<file path="src/rtl/mem_arbiter.sv">
// mem_arbiter: N-port arbiter in front of one single-port synchronous memory.
// Grants at most one access per cycle, forwards the winner's command to the
// memory and routes read data back to the requesting port READ_LAT cycles
// later. Stall outputs feed the CPU hazard logic.
module mem_arbiter #(
   parameter int NUM_PORTS = 2,
   parameter int ADDR_W    = 32,
   parameter int DATA_W    = 32,
   parameter int READ_LAT  = 1,
   parameter int ARB_MODE  = 0,
   parameter int MAX_WAIT  = 7
) (
   input  logic                          clk,
   input  logic                          rst,
   input  logic [NUM_PORTS-1:0]          req,
   input  logic [NUM_PORTS-1:0]          we,
   input  logic [NUM_PORTS*ADDR_W-1:0]   addr,
   input  logic [NUM_PORTS*DATA_W-1:0]   wdata,
   output logic [NUM_PORTS-1:0]          gnt,
   output logic [NUM_PORTS-1:0]          stall,
   output logic [NUM_PORTS-1:0]          rvalid,
   output logic [DATA_W-1:0]             rdata,
   output logic                          busy,
   output logic                          mem_en,
   output logic                          mem_we,
   output logic [ADDR_W-1:0]             mem_addr,
   output logic [DATA_W-1:0]             mem_wdata,
   input  logic [DATA_W-1:0]             mem_rdata
);

   // Width of a port index; at least one bit even for the smallest config.
   localparam int PTR_W = (NUM_PORTS > 1) ? $clog2(NUM_PORTS) : 1;

   // Wait counters saturate at this value.
   localparam logic [3:0] WAIT_SAT = 4'd15;

   // Round-robin search pointer: the port that gets first look next cycle.
   logic [PTR_W-1:0] rr_ptr_q;
   logic [PTR_W-1:0] rr_ptr_d;

   // Per-port starvation counters, only meaningful in fixed-priority mode.
   logic [NUM_PORTS-1:0][3:0] wait_cnt_q;
   logic [NUM_PORTS-1:0][3:0] wait_cnt_d;

   // Read return pipeline: one valid bit and one port id per stage.
   logic [READ_LAT-1:0]            pipe_vld_q;
   logic [READ_LAT-1:0]            pipe_vld_d;
   logic [READ_LAT-1:0][PTR_W-1:0] pipe_id_q;
   logic [READ_LAT-1:0][PTR_W-1:0] pipe_id_d;

   // Arbitration result for the current cycle.
   logic             found_c;
   logic [PTR_W-1:0] gnt_idx_c;
   int               rr_idx;

   // Pick the winning port. Nothing is granted while reset is asserted so the
   // memory never sees a command during reset.
   always_comb begin
      found_c   = 1'b0;
      gnt_idx_c = '0;
      rr_idx    = 0;
      if (rst) begin
         if (ARB_MODE == 0) begin
            // Starved ports first; lowest index among them wins.
            for (int i = 0; i < NUM_PORTS; i++) begin
               if (!found_c && req[i] && (wait_cnt_q[i] >= 4'(MAX_WAIT))) begin
                  found_c   = 1'b1;
                  gnt_idx_c = PTR_W'(i);
               end
            end
            // Otherwise plain fixed priority, lowest index wins.
            for (int i = 0; i < NUM_PORTS; i++) begin
               if (!found_c && req[i]) begin
                  found_c   = 1'b1;
                  gnt_idx_c = PTR_W'(i);
               end
            end
         end else begin
            // Walk the ports starting at the pointer, wrapping around.
            for (int k = 0; k < NUM_PORTS; k++) begin
               rr_idx = (int'(rr_ptr_q) + k) % NUM_PORTS;
               if (!found_c && req[rr_idx]) begin
                  found_c   = 1'b1;
                  gnt_idx_c = PTR_W'(rr_idx);
               end
            end
         end
      end
   end

   // Expand the winning index into the one-hot grant and derive stalls.
   always_comb begin
      gnt = '0;
      if (found_c) begin
         gnt[gnt_idx_c] = 1'b1;
      end
      stall = rst ? (req & ~gnt) : '0;
   end

   // Forward the granted port's command to the memory; all zero when idle.
   always_comb begin
      mem_en    = found_c;
      mem_we    = 1'b0;
      mem_addr  = '0;
      mem_wdata = '0;
      if (found_c) begin
         mem_we    = we[gnt_idx_c];
         mem_addr  = addr[gnt_idx_c*ADDR_W +: ADDR_W];
         mem_wdata = wdata[gnt_idx_c*DATA_W +: DATA_W];
      end
   end

   // Starvation counters: count cycles spent requesting without a grant.
   always_comb begin
      wait_cnt_d = '0;
      if (ARB_MODE == 0) begin
         for (int i = 0; i < NUM_PORTS; i++) begin
            if (req[i] && !gnt[i]) begin
               wait_cnt_d[i] = (wait_cnt_q[i] == WAIT_SAT) ? WAIT_SAT
                                                           : wait_cnt_q[i] + 4'd1;
            end
         end
      end
   end

   // Advance the round-robin pointer past the port just served.
   always_comb begin
      rr_ptr_d = rr_ptr_q;
      if ((ARB_MODE != 0) && found_c) begin
         if (gnt_idx_c == PTR_W'(NUM_PORTS - 1)) begin
            rr_ptr_d = '0;
         end else begin
            rr_ptr_d = gnt_idx_c + PTR_W'(1);
         end
      end
   end

   // Shift the return pipeline; a read grant enters a valid entry tagged
   // with its port, a write or idle cycle enters an empty one.
   always_comb begin
      pipe_vld_d    = '0;
      pipe_id_d     = '0;
      pipe_vld_d[0] = found_c && !we[gnt_idx_c];
      pipe_id_d[0]  = gnt_idx_c;
      for (int s = 1; s < READ_LAT; s++) begin
         pipe_vld_d[s] = pipe_vld_q[s-1];
         pipe_id_d[s]  = pipe_id_q[s-1];
      end
   end

   // Arbiter state registers; reset drops any reads still in flight.
   always_ff @(posedge clk or negedge rst) begin
      if (!rst) begin
         rr_ptr_q   <= '0;
         wait_cnt_q <= '0;
         pipe_vld_q <= '0;
         pipe_id_q  <= '0;
      end else begin
         rr_ptr_q   <= rr_ptr_d;
         wait_cnt_q <= wait_cnt_d;
         pipe_vld_q <= pipe_vld_d;
         pipe_id_q  <= pipe_id_d;
      end
   end

   // Decode the last pipeline stage into per-port rvalid and gate rdata.
   always_comb begin
      rvalid = '0;
      for (int i = 0; i < NUM_PORTS; i++) begin
         rvalid[i] = pipe_vld_q[READ_LAT-1] && (pipe_id_q[READ_LAT-1] == PTR_W'(i));
      end
      rdata = (|rvalid) ? mem_rdata : '0;
      busy  = |pipe_vld_q;
   end

endmodule
</file>
<file path="config.mk">
export PLATFORM = sky130hd
export DESIGN_NAME = mem_arbiter
export DESIGN_NICKNAME = d
export VERILOG_FILES = /design/src/rtl/mem_arbiter.sv
export SDC_FILE = /design/constraint.sdc
export NUM_CORES = 1
export LEC_CHECK = 0
export ABC_AREA = 1
export BUFFER_PORTS_ARGS = -buffer_cell sky130_fd_sc_hd__buf_2
export CORE_AREA = 2 2 105 107
export CTS_CLUSTER_DIAMETER = 100
export CTS_CLUSTER_SIZE = 40
export DETAILED_ROUTE_END_ITERATION = 8
export DIE_AREA = 0 0 107 109
export GPL_ROUTABILITY_DRIVEN = 0
export PLACE_DENSITY = 0.61
export SETUP_SLACK_MARGIN = 0.2
export SYNTH_ARGS = -nofsm -noshare
export SYNTH_HDL_FRONTEND = slang
export SYNTH_SLANG_ARGS = --single-unit
</file>
<file path="constraint.sdc">
create_clock -name clk -period 4.2 [get_ports clk]
set_clock_uncertainty 0.1 [all_clocks]
set_input_delay 0.42 -clock clk [delete_from_list [all_inputs] [get_ports clk]]
set_output_delay 0.42 -clock clk [all_outputs]
set_load 0.005 [all_outputs]
</file>
* Yosys cells after proc, flatten, opt, wreduce, memory -nomap -nowiden
Index checks and enable logic that the tools add are counted. W data, S select, Z words.
Word-level totals: register bits 10, input port bits 166, output and inout bits 105, logic and storage cells 61
Operators by class: $add $sub $neg 2, order comparisons 4, equality and inequality tests 2, shift-type cells 2, muxes and demuxes 26, bitwise operators 3, reductions and logical operators 18
Operators by type and width (number):
- $shiftx A64 B7 Y32 | 2
- $mux W32 | 3
- $mux W1 | 16
- $mux W4 | 4
- $logic_and A1 B1 Y1 | 11
- $add A4 B1 Y4 const B | 2
- $eq A4 B4 Y1 const B | 2
- $ge A4 B3 Y1 const B | 2
- $logic_not A1 Y1 | 6
- $mux W2 | 2
- $and A2 B2 Y2 | 1
- $lt A1 B2 Y1 const B | 1
- $not A2 Y2 | 1
- $reduce_or A2 Y1 | 1
- $demux W1 S1 | 1
- $ge A1 B1 Y1 const B | 1
- $not A1 Y1 | 1

* Logic depth before layout (Yosys ltp)
Gate-level depths: netlist of the first run.
depth in word-level cells 25, depth in mapped cells 11, mapped depth without buffers 9

* Worst setup path after synthesis of the first run
Ideal clock, no wire load.
kind reg-to-output, start point reg wait_cnt_q[0] (netlist name), end point out mem_addr[0], data arrival time 1373 ps, required time 3680 ps, setup slack 2307 ps, cell stages (with the launch flop) 11, buffers on the path 2, cells stage by stage dfrtp_1 > ha_1 > a21oi_1 > nand2_1 > nand2_2 > nand2_4 > inv_2 > buf_6 > buf_6 > nand2_1 > nand2_1
Between the ends: cells in the longest elaborated chain, start to end 19, elaborated cells between the ends (all ways) 23, those cells by class order compare: 1; shift: 1; mux: 13; reduce/logical: 8
Ends and longest elaborated chain:
- from (decl) | RTL line 42 | logic [NUM_PORTS-1:0][3:0] wait_cnt_q;
- from (signal assigned) | RTL line 160 | wait_cnt_q <= wait_cnt_d;
- $ge A4 B3 Y1 (*) | RTL line 66 | if (!found_c && req[i] && (wait_cnt_q[i] >= 4'(MAX_WAIT))) begin
- $logic_and A1 B1 Y1 (*) | RTL line 66
- $mux W1 (*) | RTL line 66
- $mux W1 (*) | RTL line 62 | if (rst) begin
- $logic_not A1 Y1 | RTL line 66
- $logic_and A1 B1 Y1 (2 in a row) | RTL line 66
- $mux W1 | RTL line 66
- $mux W1 | RTL line 62
- (+2 left out)
- $mux W1 | RTL line 73 | if (!found_c && req[i]) begin
- $mux W1 | RTL line 62
- $logic_not A1 Y1 | RTL line 73
- $logic_and A1 B1 Y1 | RTL line 73
- $mux W1 | RTL line 73
- $mux W1 | RTL line 62
- $shiftx A64 B7 Y32 | RTL line 108 | mem_addr = addr[gnt_idx_c*ADDR_W +: ADDR_W];
- $mux W32 (*) | RTL line 106 | if (found_c) begin
- to (decl) | RTL line 26 | output logic [ADDR_W-1:0] mem_addr,
Every way passes the cells marked *; elsewhere a longest branch is shown, timed or not. The select of a mux whose other input is x is not followed.

* Final worst setup path of the first run
start point in rst, end point out mem_wdata[24]
Between the ends: cells in the longest elaborated chain, start to end 3, elaborated cells between the ends (all ways) 4, those cells by class shift: 1; mux: 3
Ends and longest elaborated chain:
- from (decl) | RTL line 14 | input logic rst,
- $mux W1 | RTL line 62
- $shiftx A64 B7 Y32 | RTL line 109 | mem_wdata = wdata[gnt_idx_c*DATA_W +: DATA_W];
- $mux W32 (*) | RTL line 106
- to (decl) | RTL line 27 | output logic [DATA_W-1:0] mem_wdata,
Every way passes the cells marked *; elsewhere a longest branch is shown, timed or not.

==> impl_metrics.toml, run 1 <==
[drt]
first_pass_iters = 4
vias = 3019
drc = 0
ant_nets = 0
drt-total-wl_mm = 7.863
viasPerCell = 4.041
drt-initial-drc-count = 93
wl_per_cell_um = 10.53

[timing]
finalSetupViolCount = 0
hold_viol = 0
relSlewSlack = 0.2664
period_share = 0.7486
worst_slack_ns = 1.056
period_needed_ns = 3.144
fmax_mhz = 318.1
rsz0062_at_grt = "no"
drv_slew = 0
timing.hold.ws_ns = 0.3384
finalSetupTns_ns = 0
max_slew.worst_pin.slew_ns = 1.100

[yosys]
ys_warn_count = 0
yosys-top-cells-area = "nand2_1, nand3_1, dfrtp_1, inv_1, buf_6"
syn-num-nets = 522
synth_top_area_cell = "nand2_1"
syn_avg_cell_area_um2 = 4.895
ys_seq_area_frac = 0.1444
async_flop_share = 1.000
synth-seq-cells = 10
ys_types = 17
synth_common_cells = "nand2_1, nand3_1, inv_1"
synth_top_area_share = 0.3856
yosys.cell_count.top_type = "nand2_1"
synth-edff-count = 0
synthCells = 354
ys.flop_type = "dfrtp_1"
syn_area_mm2 = 0.001733

[critical_path]
crit_path_max_fanout = 66
cp_top_family = "buffers and inverters"
crit_required_ns = 3.68
worstSetupPathType = "in2out"
cp_common_cell = "buf_2"
worst_setup_path_start_kind = "input pin"
cp.arrival_ns = 2.62
critPathCaptureType = "primary output"
slowest_delay_ns = 0.81
path_cells = "dlygate4sd3_1 > buf_2 > o21ai_1 > inv_2 > nand3_1 > nand2_1 > buf_2"
slowest_stage = "inv_2"
crit_buf_inv = 4

[place]
io_buffer_count = 270
dp_slack_ns = 1.580
hpwl_mm = 6.249

[grt]
overflow = 0
grt_pass1_wl_mm = 11.75
grt_usage = 0.1233
grt_max_degree = 70
antenna_found_initial = 1
grt_pass1_vias = 2586

[die]
start_util = 0.1634
rows = 38
fp.dieW_um = 107
die_area_mm2 = 0.01166
die_h_um = 109
core_area_mm2 = 0.01060
ios = 271

[final_layout]
drive_above_1_share = 0.4637
fin_nets = 775
utilization = 0.3008
area_growth_pct = 84.04

[power_and_ir_drop]
vdd_drop_max_mv = 0.08757
p_leak_nw = 2.428
power_density_mw_per_mm2 = 149.5
p_total_w = 0.0004767

[clocking]
cts_sinks = 10
cts_max_level = 1
numCtsBuffers = 3
ctsResizeCount = 0
worstSkewPairLatency_ns = 0.24
cts-root-buf = "clkbuf_8"
max-clock-path-buffers = 2
postCtsSetupBuffers = 0
clk_pin_slew_ns = 0.05
cts_tree = "done"

[run_status]
outcome = "complete, no violations"

[worst_hold_path]
hold_class = "in2reg"

[job]
max-cap-violations = 0
-- per-layer routing --
layer,vias to the layer above,GRT usage,wire length [um]
met3,6,0.02152,804
li1,1576,-,-
met1,1263,0.1428,3132
met2,174,0.2334,3833
met5,-,0,0
met4,0,0.03247,93
-- state kept, by name, indices dropped and copies added, names as in the netlist --
name / cells
pipe_id_q: 1
busy: 1
wait_cnt_q: 8
-- through the flow --
stage,std cells,area (um2)
3_5_place_dp,741,3122
3_3_place_gp,741,3122
2_1_floorplan,354,1733
5_1_grt,747,3189
6_report,747,3189
4_1_cts,746,3187
-- final cells by class --
type | instances | area [um2]
clock buffers | 4 | 55.05
well taps | 140 | 175.2
multi-input cells | 271 | 1150
inverters | 48 | 180.2
fillers | 1232 | 7413
flip-flops and latches | 10 | 250.2
repair buffers | 273 | 1376
diodes | 1 | 2.502
-- placed cells by master (no fill, tap or decap), drive strengths merged --
cell type    instances
nand3               69
dlygate4sd3          1
buf                272
clkbuf               4
inv                 48
nand2              180
diode                1
nor2                 9
o21ai                3
or2                  1
dfrtp               10
xor2                 1
a21oi                6
ha                   2
-- power by group --
group	switching [W]	leakage, nW	internal [W]
registers	0.00000837	0.135	0.000101
clock network	0.0000387	0.0288	0.0000825
logic	0.000119	2.26	0.000127
-- kinds of logic (layout without fill, tap and decap cells) --
| family | after synthesis | in the layout | share of synthesized area |
|---|---|---|---|
| AND/OR/NAND/NOR | 259 | 259 | 0.6181 |
| buffers and inverters | 73 | 325 | 0.1921 |
| flip-flops | 10 | 10 | 0.1444 |
| AO/OA/AOI/OAI | 9 | 9 | 0.02599 |
| adder cells (fa/ha/maj) | 2 | 2 | 0.01444 |
| XOR/XNOR | 1 | 1 | 0.005055 |
| other | 0 | 1 | 0 |
-- path summary, 6_finish.rpt --
path	from	end	slack [ns]	cells after the start
setup / recovery	rst	mem_wdata[24]	1.06	7
setup reg to reg	wait_cnt_q[4]	wait_cnt_q[2]	2.07	10
hold / removal	we[0]	busy	0.34	4
hold reg to reg	wait_cnt_q[4]	wait_cnt_q[4]	0.38	1
max in group asynchronous	rst	wait_cnt_q[3]	3.29	2
min in group asynchronous	rst	pipe_id_q	0.50	2
-- what timing repair did --
item                       in CTS  in global routing
setup endpoints to repair       0                  0
hold buffers                    1                  0
hold endpoints to repair       10                  0
-- worst register-to-register path, cell delays in order (launching register included) --
cell,delay [ns]
dfrtp_1,0.39
ha_1,0.22
nand2_1,0.08
nand2_1,0.06
nand2_1,0.09
nand2_2,0.09
nand2_4,0.07
buf_4,0.53
nand2_1,0.15
nand2_1,0.17
nor2_1,0.06
No activity file was read; power rests on OpenSTA's default activity.
==> inputs of run 2 (changes only) <==
ABC_AREA = 0   (was 1)
PLACE_DENSITY = 0.62   (was 0.61)
clock period = 3.1 ns   (was 4.2 ns; I/O delays follow)
==> run 2 against run 1 <==
Setup slack got worse by 0.49 ns. Final cell count decreased by 5.8%. Sequential power increased by 31%. Register-to-register slack got worse by 0.85 ns. Synthesized cell count decreased by 11%. Via count increased by 4.2%. Die area unchanged. Clock-buffer cell count unchanged. Critical path type is now reg2out. Critical endpoint is now mem_wdata[27]. Largest power group unchanged.
==> impl_metrics.toml, run 2 <==
[run_status]
outcome = "complete, no violations"

[final_layout]
largest_reg_flops = 8
antenna_cells = 0
fillers = 1217
finalNonFillerCells = 704
area_growth_pct = 82.95
layout_commonest_cell = "buf_2"
drive_above_1_share = 0.4982
fin_nets = 733
fin_area_mm2 = 0.003317
largest-register = "wait_cnt_q"
mostFrequentLayoutCells = "buf_2, nand2_1, o22ai_1"

[timing]
timing.hold.ws_ns = 0.1797
finalSetupTns_ns = 0
relSlewSlack = 0.5714
finalSetupViolCount = 0
drv_slew = 0
period_share = 0.8165
max_slew.worst_pin.slew_ns = 0.6429
rsz0062_at_grt = "no"
period_needed_ns = 2.531
fmax_mhz = 395.1
hold_viol = 0

[clocking]
postCtsSetupBuffers = 0
worstSkewPairLatency_ns = 0.25
numCtsBuffers = 3
clk_pin_slew_ns = 0.05
cts_max_level = 1
cts_tree = "done"
max-clock-path-buffers = 2
cts_sinks = 10
cts-root-buf = "clkbuf_8"

[drt]
viasPerCell = 4.469
wl_met2_mm = 4.371
wl_met1_mm = 3.316
drt-initial-drc-count = 106
drt-total-wl_mm = 8.745
wl_per_cell_um = 12.42
drc = 0
first_pass_iters = 4
ant_nets = 0
vias = 3146
routed.top_layer = "met4"
met3WireLength_um = 730

[power_and_ir_drop]
p_sw_w = 0.0002379
power_density_mw_per_mm2 = 202.0
power_frac_comb = 0.532
p_clk_frac = 0.254
p_leak_nw = 1.939
p_total_w = 0.0006701
switching_share = 0.3550
vdd_drop_max_mv = 0.08890
p_seq_frac = 0.215
p_int_w = 0.0004322

[yosys]
ys.flop_type = "dfrtp_1"
synth_common_cells = "nand2_1, o22ai_1, and2_1"
synth_top_area_share = 0.2754
ys_types = 28
syn-num-nets = 484
async_flop_share = 1.000
yosys.cell_count.top_type = "nand2_1"
syn_area_mm2 = 0.001813
synth_top_area_cell = "nand2_1"
syn_avg_cell_area_um2 = 5.737
yosys-top-cells-area = "nand2_1, o22ai_1, dfrtp_1, and2_1, clkbuf_1"
ys_warn_count = 0
synth-edff-count = 0
synthCells = 316
synth-seq-cells = 10
ys_seq_area_frac = 0.1380

[critical_path]
cp-startpoint = "wait_cnt_q[4]"
crit_path_max_fanout = 35
reg2reg_depth = 5
critPathCaptureType = "primary output"
worstSetupPathType = "reg2out"
crit_required_ns = 2.69
worst_setup_path_start_kind = "flip-flop"
timing.rr.end = "busy"
cp.arrival_ns = 2.12
r2r-start = "wait_cnt_q[4]"
r2r_setup_slack_ns = 1.22

[die]
rows = 38
ios = 271
die_h_um = 109
start_util = 0.1710
fp.dieW_um = 107
core_area_mm2 = 0.01060
die_area_mm2 = 0.01166

[place]
dp.cells = 699
hpwl_mm = 7.057
dpl_cell_area_mm2 = 0.003243
io_buffer_count = 270

[grt]
overflow = 0
grt_pass1_wl_mm = 12.65
grt_pass1_vias = 2763
grt_max_degree = 73
antenna_found_initial = 0
grt_usage = 0.1331

[worst_hold_path]
min_path_cells = 2
hold_path_startpoint = "we[1]"
hold_class = "in2reg"
hold_path_end = "busy"

[job]
max-cap-violations = 0
run 2: cell types whose count changed in the layout (fill, tap and decap cells not counted), moves of 3 or more:
| cell | change |
|---|---|
| nand3_1 | -65 |
| o22ai_1 | +65 |
| nand2_1 | -45 |
| inv_1 | -41 |
| and2_1 | +34 |
| a2111oi_0 | +4 |
| a21oi_1 | -3 |
| a31oi_1 | +3 |
| nor2_1 | -3 |
run 2: power groups by stage:
stage | sequential [W] | clock, W | combinational (W)
after floorplan | 0.000142 | 0 | 0.000167
after global placement | 0.000146 | 0 | 0.000357
after detailed placement | 0.000146 | 0 | 0.000355
after CTS | 0.000144 | 0.000175 | 0.000358
after global routing | 0.000145 | 0.000180 | 0.000398
final | 0.000144 | 0.000170 | 0.000356
run 2: worst max path at each step:
stage                     to  slack, ns  cells after the start
2_1_floorplan    mem_addr[0]       1.16                      6
3_3_place_gp   mem_wdata[27]       0.62                      6
3_5_place_dp   mem_wdata[27]       0.61                      6
4_1_cts        mem_wdata[27]       0.34                      6
5_1_grt         mem_wdata[5]       0.43                      6
6_report       mem_wdata[27]       0.57                      6
run 2: final cells by class:
| class | count | area, um2 | share of cell area |
|---|---|---|---|
| clock buffer | 4 | 55.05 | 0.01660 |
| timing repair buffer | 276 | 1426 | 0.4300 |
| multi-input combinational | 269 | 1391 | 0.4195 |
| tap | 140 | 175.2 | 0.05281 |
| inverter | 5 | 18.77 | 0.005658 |
| sequential | 10 | 250.2 | 0.07544 |
run 2: kinds of logic (layout without fill, tap and decap cells):
family,count (synthesis),count (layout),share of synthesized area
AOI/OAI and AO/OA,83,83,0.3030
adders and majority gates,2,2,0.01380
buffers and inverters,37,285,0.1056
DFF,10,10,0.1380
and+or+nand+nor,184,184,0.4396
run 2: layer usage:
layer  track usage  vias up
met2        0.2561      192
met3       0.01255       15
met1        0.1455     1348
li1              -     1591
met5             0        -
met4       0.06494        0
run 2: through the flow:
stage / setup WS (ns) / utilization
CTS: 0.3424 / 0.3120
floorplan: 1.164 / -
global route: 0.4302 / 0.3128
finish: 0.5689 / 0.3128
global placement: 0.6238 / 0.3059
detailed placement: 0.6099 / 0.3059
run 2: repair_timing:
action                                  CTS  global route
resized for setup                         0             1
hold buffers                              1             0
endpoints found under the setup margin    0            18
hold endpoints to repair                  6             0
run 2: worst max-delay path: stages, from the launching register on:
cell	delay (ns)
dfrtp_1	0.40
ha_1	0.27
a21o_1	0.27
a31o_4	0.37
buf_12	0.23
o22ai_1	0.18
buf_2	0.14
==> inputs of run 3 (changes only) <==
ABC_AREA = 1   (was 0)
PLACE_DENSITY = 0.63   (was 0.62)
clock period = 2.2 ns   (was 3.1 ns; I/O delays follow)
==> run 3 against run 2 <==
Global-route usage rose by 1.5 points. Sequential share of layout area is 1.3 points lower. Flip-flop and latch count is the same. Core utilization increased by 6.5 points. Die area is the same. Register-to-register slack worse by 0.92 ns. Worst hold slack worse by 0.047 ns. Critical path depth increased by 4. First-iteration DRC count rose by 54%. Setup slack got worse by 0.54 ns. Via count rose by 1.8%. Wire length is 16% higher.
==> impl_metrics.toml, run 3 (synthesis gave the netlist of run 1 again) <==
[run_status]
outcome = "complete, no violations"

[drt]
vias = 3203
wl_per_cell_um = 13.07
first_pass_iters = 4
drt-initial-drc-count = 163
viasPerCell = 4.138
drc = 0
ant_nets = 0
drt-total-wl_mm = 10.12

[grt]
overflow = 0
grt_pass1_wl_mm = 13.58
grt_max_degree = 45
antenna_found_initial = 0
grt_usage = 0.1484
grt_pass1_vias = 2686

[die]
fp.dieW_um = 107
ios = 271
die_h_um = 109
core_area_mm2 = 0.01060
start_util = 0.1634
rows = 38
die_area_mm2 = 0.01166

[clocking]
numCtsBuffers = 3
cts_sinks = 10
worstSkewPairLatency_ns = 0.24
cts_max_level = 1
cts-root-buf = "clkbuf_8"
clk_pin_slew_ns = 0.05
cts_tree = "done"
max-clock-path-buffers = 2

[power_and_ir_drop]
vdd_drop_max_mv = 0.1728
power_density_mw_per_mm2 = 266.5
p_total_w = 0.001067
p_leak_nw = 2.751

[timing]
finalSetupTns_ns = 0
drv_slew = 0
period_share = 0.9874
relSlewSlack = 0.6159
finalSetupViolCount = 0
rsz0062_at_grt = "yes"
hold_viol = 0
timing.hold.ws_ns = 0.1324
worst_slack_ns = 0.02766
fmax_mhz = 460.3
max_slew.worst_pin.slew_ns = 0.5753
period_needed_ns = 2.172

[final_layout]
largest-register = "wait_cnt_q"
layout_commonest_cell = "buf_2"
mostFrequentLayoutCells = "buf_2, nand2_1, inv_1"
fin_nets = 803
drive_above_1_share = 0.5615
area_growth_pct = 131.0
largest_reg_flops = 8
antenna_cells = 0
finalNonFillerCells = 774

[critical_path]
cp.arrival_ns = 1.85
path_cells = "ha_4 > a21oi_2 > nand2_2 > nand2_4 > nand2_8 > buf_12 > clkbuf_16 > buf_12 > inv_2 > buf_2"
crit_required_ns = 1.88
worst_setup_path_start_kind = "flip-flop"
critPathCaptureType = "primary output"
worstSetupPathType = "reg2out"
reg2reg_depth = 10
r2r_setup_slack_ns = 0.30
slowest_delay_ns = 0.40
timing.rr.end = "wait_cnt_q[4]"
r2r-start = "wait_cnt_q[1]"
crit_path_max_fanout = 8
cp_common_cell = "buf_12"
slowest_stage = "dfrtp_1"

[place]
hpwl_mm = 6.560
dp.cells = 745
dp_slack_ns = 0.2653
io_buffer_count = 270

[worst_hold_path]
hold_path_end = "busy"
hold_class = "in2reg"
hold_path_startpoint = "we[0]"
min_path_cells = 4

[job]
max-cap-violations = 0
## run 3: changes by cell type in the layout (fill, tap and decap cells not counted), moves of 4 or more
cell and delta:
nand3_2 +38, and2_1 -34, buf_12 +4, a2111oi_0 -4, buf_4 +5, nand2_1 +40
nand3_1 +27, clkbuf_16 +6, buf_16 +8, o22ai_1 -65, inv_1 +39
## run 3: power breakdown
part | internal (W) | switching [W] | total, W
logic | 0.000338 | 0.000296 | 0.000634
clock network | 0.000158 | 0.0000757 | 0.000233
registers | 0.000194 | 0.00000648 | 0.000200
## run 3: per-stage QoR
step	utilization	cell area, um2
after floorplan	-	1733
after CTS	0.3376	3580
after global placement	0.3008	3189
after global routing	0.3776	4004
after detailed placement	0.3008	3189
final	0.3776	4004
## run 3: layout make-up
type                            instances  area, um2
Sequential cell                        10      250.2
Clock buffer                            4      55.05
Timing Repair Buffer                  301       1936
Tap cell                              140      175.2
Multi-Input combinational cell        271       1395
Fill cell                            1171       6599
Inverter                               48      192.7
## run 3: how the worst max path moves through the flow
stage | endpoint | startpoint | slack (ns) | cells past startpoint
finish | gnt[1] | wait_cnt_q[1] | 0.03 | 10
global route | gnt[1] | wait_cnt_q[0] | -0.02 | 10
floorplan | mem_addr[0] | wait_cnt_q[0] | 0.51 | 10
detailed placement | mem_addr[16] | wait_cnt_q[4] | 0.27 | 10
global placement | mem_addr[16] | wait_cnt_q[4] | 0.27 | 10
CTS | mem_wdata[26] | wait_cnt_q[0] | 0.08 | 10
## run 3: worst max-delay path: cells and delay by family (launching register included)
family	cells	cell delay, ns
buffers and inverters	5	0.57
flip-flops	1	0.40
AO/OA/AOI/OAI	1	0.15
adder cells (fa/ha/maj)	1	0.18
AND/OR/NAND/NOR	3	0.28
## run 3: layer usage
metal / vias to the layer above / part of all wire / track usage
li1: 1637 / - / -
met1: 1399 / 0.41 / 0.1832
met2: 160 / 0.51 / 0.2830
met3: 7 / 0.067 / 0.01255
met4: 0 / 0.0068 / 0.02597
met5: - / 0 / 0
## run 3: repair_timing
action                                 in CTS  in global routing
pin swaps                                   1                 17
setup endpoints to repair                  68                 68
hold buffers                                2                  0
setup buffers                               5                  5
gates cloned                                7                  6
resized for setup                          22                 47
endpoints found under the hold margin      10                  0
